<file path="config.mk">
export PLATFORM = sky130hd
export DESIGN_NAME = pc_fetch_unit
export DESIGN_NICKNAME = d
export VERILOG_FILES = /design/src/rtl/pc_fetch_unit.sv
export SDC_FILE = /design/constraint.sdc
export NUM_CORES = 1
export LEC_CHECK = 0
export ABC_AREA = 0
export BUFFER_PORTS_ARGS = -buffer_cell sky130_fd_sc_hd__buf_2
export CAP_MARGIN = 40
export CORE_MARGIN = 4
export CORE_UTILIZATION = 55
export DETAILED_ROUTE_END_ITERATION = 10
export PLACE_DENSITY = 0.83
export SYNTH_ARGS = -nofsm -noshare
export SYNTH_HDL_FRONTEND = slang
export SYNTH_SLANG_ARGS = --single-unit
</file>
<file path="constraint.sdc">
create_clock -name clk -period 6.08 [get_ports clk]
set_clock_uncertainty 0.15 [all_clocks]
set_input_delay 1.216 -clock clk [delete_from_list [all_inputs] [get_ports clk]]
set_output_delay 1.216 -clock clk [all_outputs]
set_load 0.05 [all_outputs]
</file>
<file path="src/rtl/pc_fetch_unit.sv">
// Program counter and next-PC selector for the word-addressed fetch stage.
// Chooses between sequential, branch, jump, jump-register and exception
// targets. A redirect that arrives while stalled is parked until the stall
// clears, and every non-sequential load of the PC raises a one-cycle flush.
module pc_fetch_unit #(
  parameter logic [31:0] RESET_VECTOR = 32'h0000_0000,
  parameter logic [31:0] EXC_VECTOR   = 32'h0000_0020
) (
  input  logic        clk,
  input  logic        rst_n,
  input  logic        stall,
  input  logic [31:0] pc_plus1,
  input  logic        branch_taken,
  input  logic [15:0] branch_offset,
  input  logic        jump,
  input  logic [25:0] jump_index,
  input  logic        jr,
  input  logic [31:0] jr_target,
  input  logic        exception,
  output logic [31:0] pc,
  output logic        fetch_valid,
  output logic        flush,
  output logic        pending
);

  typedef enum logic [1:0] {
    BOOT = 2'd0,
    RUN  = 2'd1,
    HOLD = 2'd2
  } state_e;

  state_e      state_q, state_d;
  logic [31:0] pc_q, pc_d;
  logic [31:0] pend_target_q, pend_target_d;
  logic        flush_q, flush_d;

  logic [31:0] sel_target;
  logic        redirect_req;

  // Target selection by priority; exception is handled separately because it
  // also overrides stall and the queued target.
  always_comb begin
    redirect_req = jr | jump | branch_taken;
    if (jr) begin
      sel_target = jr_target;
    end else if (jump) begin
      sel_target = {pc_plus1[31:26], jump_index};
    end else if (branch_taken) begin
      sel_target = pc_plus1 + {{16{branch_offset[15]}}, branch_offset};
    end else begin
      sel_target = pc_plus1;
    end
  end

  // Next-state, next-PC, queued target and flush decision.
  always_comb begin
    // NOTE: every output of this block gets a default first, so no path can
    // leave one unassigned and infer a latch.
    state_d       = state_q;
    pc_d          = pc_q;
    pend_target_d = pend_target_q;
    flush_d       = 1'b0;

    unique case (state_q)
      BOOT: begin
        state_d = RUN;
      end

      RUN: begin
        if (exception) begin
          pc_d    = EXC_VECTOR;
          flush_d = 1'b1;
        end else if (!stall) begin
          pc_d    = sel_target;
          flush_d = redirect_req;
        end else if (redirect_req) begin
          pend_target_d = sel_target;
          state_d       = HOLD;
        end
      end

      HOLD: begin
        if (exception) begin
          pc_d    = EXC_VECTOR;
          flush_d = 1'b1;
          state_d = RUN;
        end else if (!stall) begin
          pc_d    = pend_target_q;
          flush_d = 1'b1;
          state_d = RUN;
        end
      end

      default: begin
        state_d = BOOT;
      end
    endcase
  end

  // State, PC, queued target and flush registers.
  always_ff @(posedge clk or negedge rst_n) begin
    if (!rst_n) begin
      state_q       <= BOOT;
      pc_q          <= RESET_VECTOR;
      pend_target_q <= 32'h0000_0000;
      flush_q       <= 1'b0;
    end else begin
      // NOTE: non-blocking assignments so every register samples the values
      // from before this edge, independent of statement order.
      state_q       <= state_d;
      pc_q          <= pc_d;
      pend_target_q <= pend_target_d;
      flush_q       <= flush_d;
    end
  end

  assign pc          = pc_q;
  assign flush       = flush_q;
  assign fetch_valid = (state_q != BOOT);
  assign pending     = (state_q == HOLD);

endmodule

</file>
# After elaboration in Yosys (flattened, before gate mapping)

Index checks and enable logic that the tools add are counted.

Add/sub/neg operators: 1
Equal/unequal tests: 7
Multiplexer cells: 19
Bitwise gates (word level): 3
Reductions and logical operators: 6

Operators with widths:

| cell                                                 | number |
|---|---|
| 2-to-1 mux 32 bit                                    | 7 |
| one-hot mux 32 bit (2 select lines)                  | 1 |
| adder 32 bit                                         | 1 |
| 2-to-1 mux 2 bit                                     | 5 |
| AND reduction 4 bit                                  | 2 |
| != test 2 bit (second input constant)                | 3 |
| != test 3 bit (second input constant)                | 2 |
| one-hot mux 2 bit (3 select lines)                   | 1 |
| 2-to-1 mux 1 bit                                     | 4 |
| nonzero test 2 bit                                   | 2 |
| AND reduction 3 bit                                  | 1 |
| equality test 2 x 1 -> 1 bit (second input constant) | 1 |
| equality test 2 bit (second input constant)          | 1 |
| zero test 2 bit                                      | 1 |
| OR 1 bit                                             | 2 |
| one-hot mux 1 bit (2 select lines)                   | 1 |
| inverter 1 bit                                       | 1 |

Register bits: 67
Bits of input ports: 113
Output and inout port bits: 35
Word-level logic and storage cells: 40

# Depth between registers and ports, before layout

Depth after elaboration: 7
Gate-level depth with buffers: 11
Gate-level depth less buffers: 11

# Worst setup path after synthesis

No wires, ideal clock.

Kind: input-to-reg
Start point: in pc_plus1[0]
End point: reg pend_target_q[28]
Setup time: 0.134 ns
Arrival time: 3.304 ns
Required time: 5.796 ns
Setup slack: 2.492 ns
Stages: 11
Buffers on the path: 0
Path through: ha_1 fa_1 a21o_1 a31oi_1 o31a_4 a21oi_4 o211ai_2 o21bai_1 xor2_1 a221oi_1 o21ai_0

Word-level cells in the longest chain between the ends: 4

Ends and longest elaborated chain:

| element              | RTL line | RTL |
|---|---|---|
| start, declared      | 12       | `input logic [31:0] pc_plus1,` |
| adder 32 bit         | 49       | `sel_target = pc_plus1 + {{16{branch_offset[15]}}, branch_offset};` |
| 2-to-1 mux 32 bit    | 48       | `end else if (branch_taken) begin` |
| 2-to-1 mux 32 bit    | 46       | `end else if (jump) begin` |
| 2-to-1 mux 32 bit    | 44       | `if (jr) begin` |
| end signal, assigned | 112      | `pend_target_q <= pend_target_d;` |
| end, declared        | 34       | `logic [31:0] pend_target_q, pend_target_d;` |

Every way passes these cells.
A chain may end at the register's enable or synchronous reset.

# Worst setup path in the final report

Start point: in branch_offset[15]
End point: reg pc_q[31] (netlist: pc[31])

Word-level cells in the longest chain between the ends: 7

Ends and longest elaborated chain:

| element                             | RTL line | RTL |
|---|---|---|
| start, declared                     | 14       | `input logic [15:0] branch_offset,` |
| adder 32 bit                        | 49       |  |
| 2-to-1 mux 32 bit                   | 48       |  |
| 2-to-1 mux 32 bit                   | 46       |  |
| 2-to-1 mux 32 bit                   | 44       |  |
| 2-to-1 mux 32 bit                   | 73       | `end else if (!stall) begin` |
| 2-to-1 mux 32 bit                   | 70       | `if (exception) begin` |
| one-hot mux 32 bit (2 select lines) | 64       | `unique case (state_q)` |
| end signal, assigned                | 111      | `pc_q <= pc_d;` |
| end, declared                       | 33       | `logic [31:0] pc_q, pc_d;` |

Every way passes these cells. The select of a mux whose other input is x is not followed.

==> qor.yml <==
status: "completed"
setup-violations-final: 0
ff2ff_path_depth: 9
setup-tns-final_ns: 0
syn-num-nets: 827
viasPerCell: 6.18
combPwrFrac: 0.526
routabilityCongestion: 1.03
grt_pass1_wl_mm: 27.6
seq_power_share: 0.319
relSlewSlack: 0.420
die_h_um: 108
internal_power_mw: 1.22
n_antenna_cell: 0
clk_latency_ns: 0.34
drt-total-wl_mm: 17.6
critPathKind: "input pin to flip-flop"
fin_nets: 947
fin_util: 0.658
power_switching_mw: 1.18
vias: 5792
yosys.area.top_type: "dfrtp_1"
drcViolationCount: 0
synthTopCellsByArea: "dfrtp_1, ha_1, nand2_1"
io_buffers: 147
ctsHoldBuffers: 0
whs_path_depth: 2
clkPwrFrac: 0.154
drtPass1Iterations: 5
clock_path_buffers: 2
ys_dominant_reg_cell: "dfrtp_1"
grt_max_degree: 68
cellPowerDensity_nw_per_um2: 373
grt_usage: 0.298
synth_cell_type_count: 70
grt_pass1_vias: 5479
fmax_ghz: 0.252
synthCells: 679
finalCritPeriodShare: 0.652
peakVddDrop_mv: 0.351
power.leakage_nw: 3.12
dieArea_sq_um: 11700
core_area_sq_um: 9770
clk_pin_slew_ns: 0.08
postCtsSetupRepairBufs: 0
netlist_area_sq_um: 5540
grt_overflow: 0
synth.top_cell.area_share: 0.303
htree_levels: 3
crit_arrival_ns: 4.06
drive_above_1_share: 0.235
io_pins: 148
worst_hold_slack_ns: 0.332
async_reset_ff_frac: 1.00
tightestPinTransition_ns: 0.869
drv_cap: 0
sw_frac_of_total: 0.491
dp_cells: 921
cts_root_buf: "clkbuf_8"
timing.final.ws_setup_ns: 2.11
cp_max_fo: 18
yosysWarnings: 0
dpl.hpwl_mm: 13.7
clock_sinks: 67
cts_inserted_buffers: 9
slew_viol_final: 0
ant_nets: 0
preCtsSetupSlack_ns: 1.88
initial_core_util: 0.566
placementRows: 36
final_cell_mix: "buf_2, nand2_1, a21oi_1"
period_needed_ns: 3.97
drt_iter0_markers: 409
hp-class: "flip-flop to flip-flop"
final_common_cell: "buf_2"
syn_area_per_cell_sq_um: 8.15
critPathCaptureType: "flip-flop"
wire_per_inst_um: 18.7
instances_no_fill: 937
antenna_found_initial: 0
rsz0062_at_grt: "false"
startpoint_type: "input pin"
yosys_register_bits: 67
required_ns: 6.18
die_w_um: 108
cts-resized-gates: 0
cts_tree: "built"
synth_edf_count: 0
synth-seq-area-share: 0.303
hold_viol: 0
areaGrowthSynthToFinish_pct: 16.1
fillers: 880
-- sequential cells by signal, indices dropped and copies added, names as in the netlist --
signal         flops
flush              1
pend_target_q     32
pc                32
state_q            2
-- power groups by stage --
stage,logic (mW),clock network [mW],registers (mW)
floorplan,0.633,0,1.07
global placement,1.22,0,0.758
detailed placement,1.25,0,0.772
CTS,1.25,0.373,0.764
global route,1.37,0.395,0.786
finish,1.26,0.370,0.766
-- Yosys cell counts, drive strengths merged (12+ instances only) --
library cell	n
ha	34
xnor2	13
dfrtp	67
and3	12
xor2	13
nor2	43
buf	12
mux2i	19
inv	15
nand2	97
a211oi	16
a21oi	73
o21ai	79
clkbuf	31
-- cell type report --
class / instances / area, sq um / share of cell area
clock buffer: 10 / 138 / 0.0214
clock inverter: 6 / 65.1 / 0.0101
timing repair buffer: 152 / 773 / 0.120
inverter: 15 / 56.3 / 0.00876
multi-input combinational: 554 / 3550 / 0.553
tap: 133 / 166 / 0.0259
sequential: 67 / 1680 / 0.261
-- per-stage QoR --
step	total power [mW]	cell area (sq um)
6_report	2.40	6430
4_1_cts	2.39	6430
2_1_floorplan	1.70	5540
3_3_place_gp	1.98	6230
3_5_place_dp	2.02	6230
5_1_grt	2.55	6430
-- per-layer routing --
metal | up-vias | global-route usage | share of wire
met1 | 2733 | 0.419 | 0.42
met2 | 292 | 0.477 | 0.47
met4 | 0 | 0.0848 | 0.019
li1 | 2736 | - | -
met5 | - | 0 | 0
met3 | 31 | 0.0454 | 0.094
-- worst max-delay path, stage by stage --
cell and delay, ns:
buf_2 0.22, ha_1 0.47, nand4_1 0.21, nor4_1 0.40, nand3_1 0.13, nand2_1 0.13
o221ai_1 0.17, a21oi_1 0.24, mux2i_1 0.52, nor2_1 0.11, a211oi_1 0.23
-- path summary, 6_finish.rpt --
path,slack [ns],endpoint,from
min in group asynchronous,0.92,pc[11],rst_n
worst max register to register,2.56,pc[20],state_q[0]
worst max-delay path,2.11,pc[31],branch_offset[15]
worst min register to register,0.33,pend_target_q[16],pend_target_q[16]
max in group asynchronous,4.32,pend_target_q[29],rst_n
worst min-delay path,0.33,pend_target_q[16],pend_target_q[16]
-- kinds of logic after synthesis --
logic type / Yosys count / share of synthesized area
XOR/XNOR: 26 / 0.0411
AND/OR/NAND/NOR: 204 / 0.165
buffers and inverters: 58 / 0.0552
AO/OA/AOI/OAI: 268 / 0.316
flip-flops: 67 / 0.303
multiplexers: 21 / 0.0384
adder cells (fa/ha/maj): 35 / 0.0805
(Power assumes the default switching activity.)
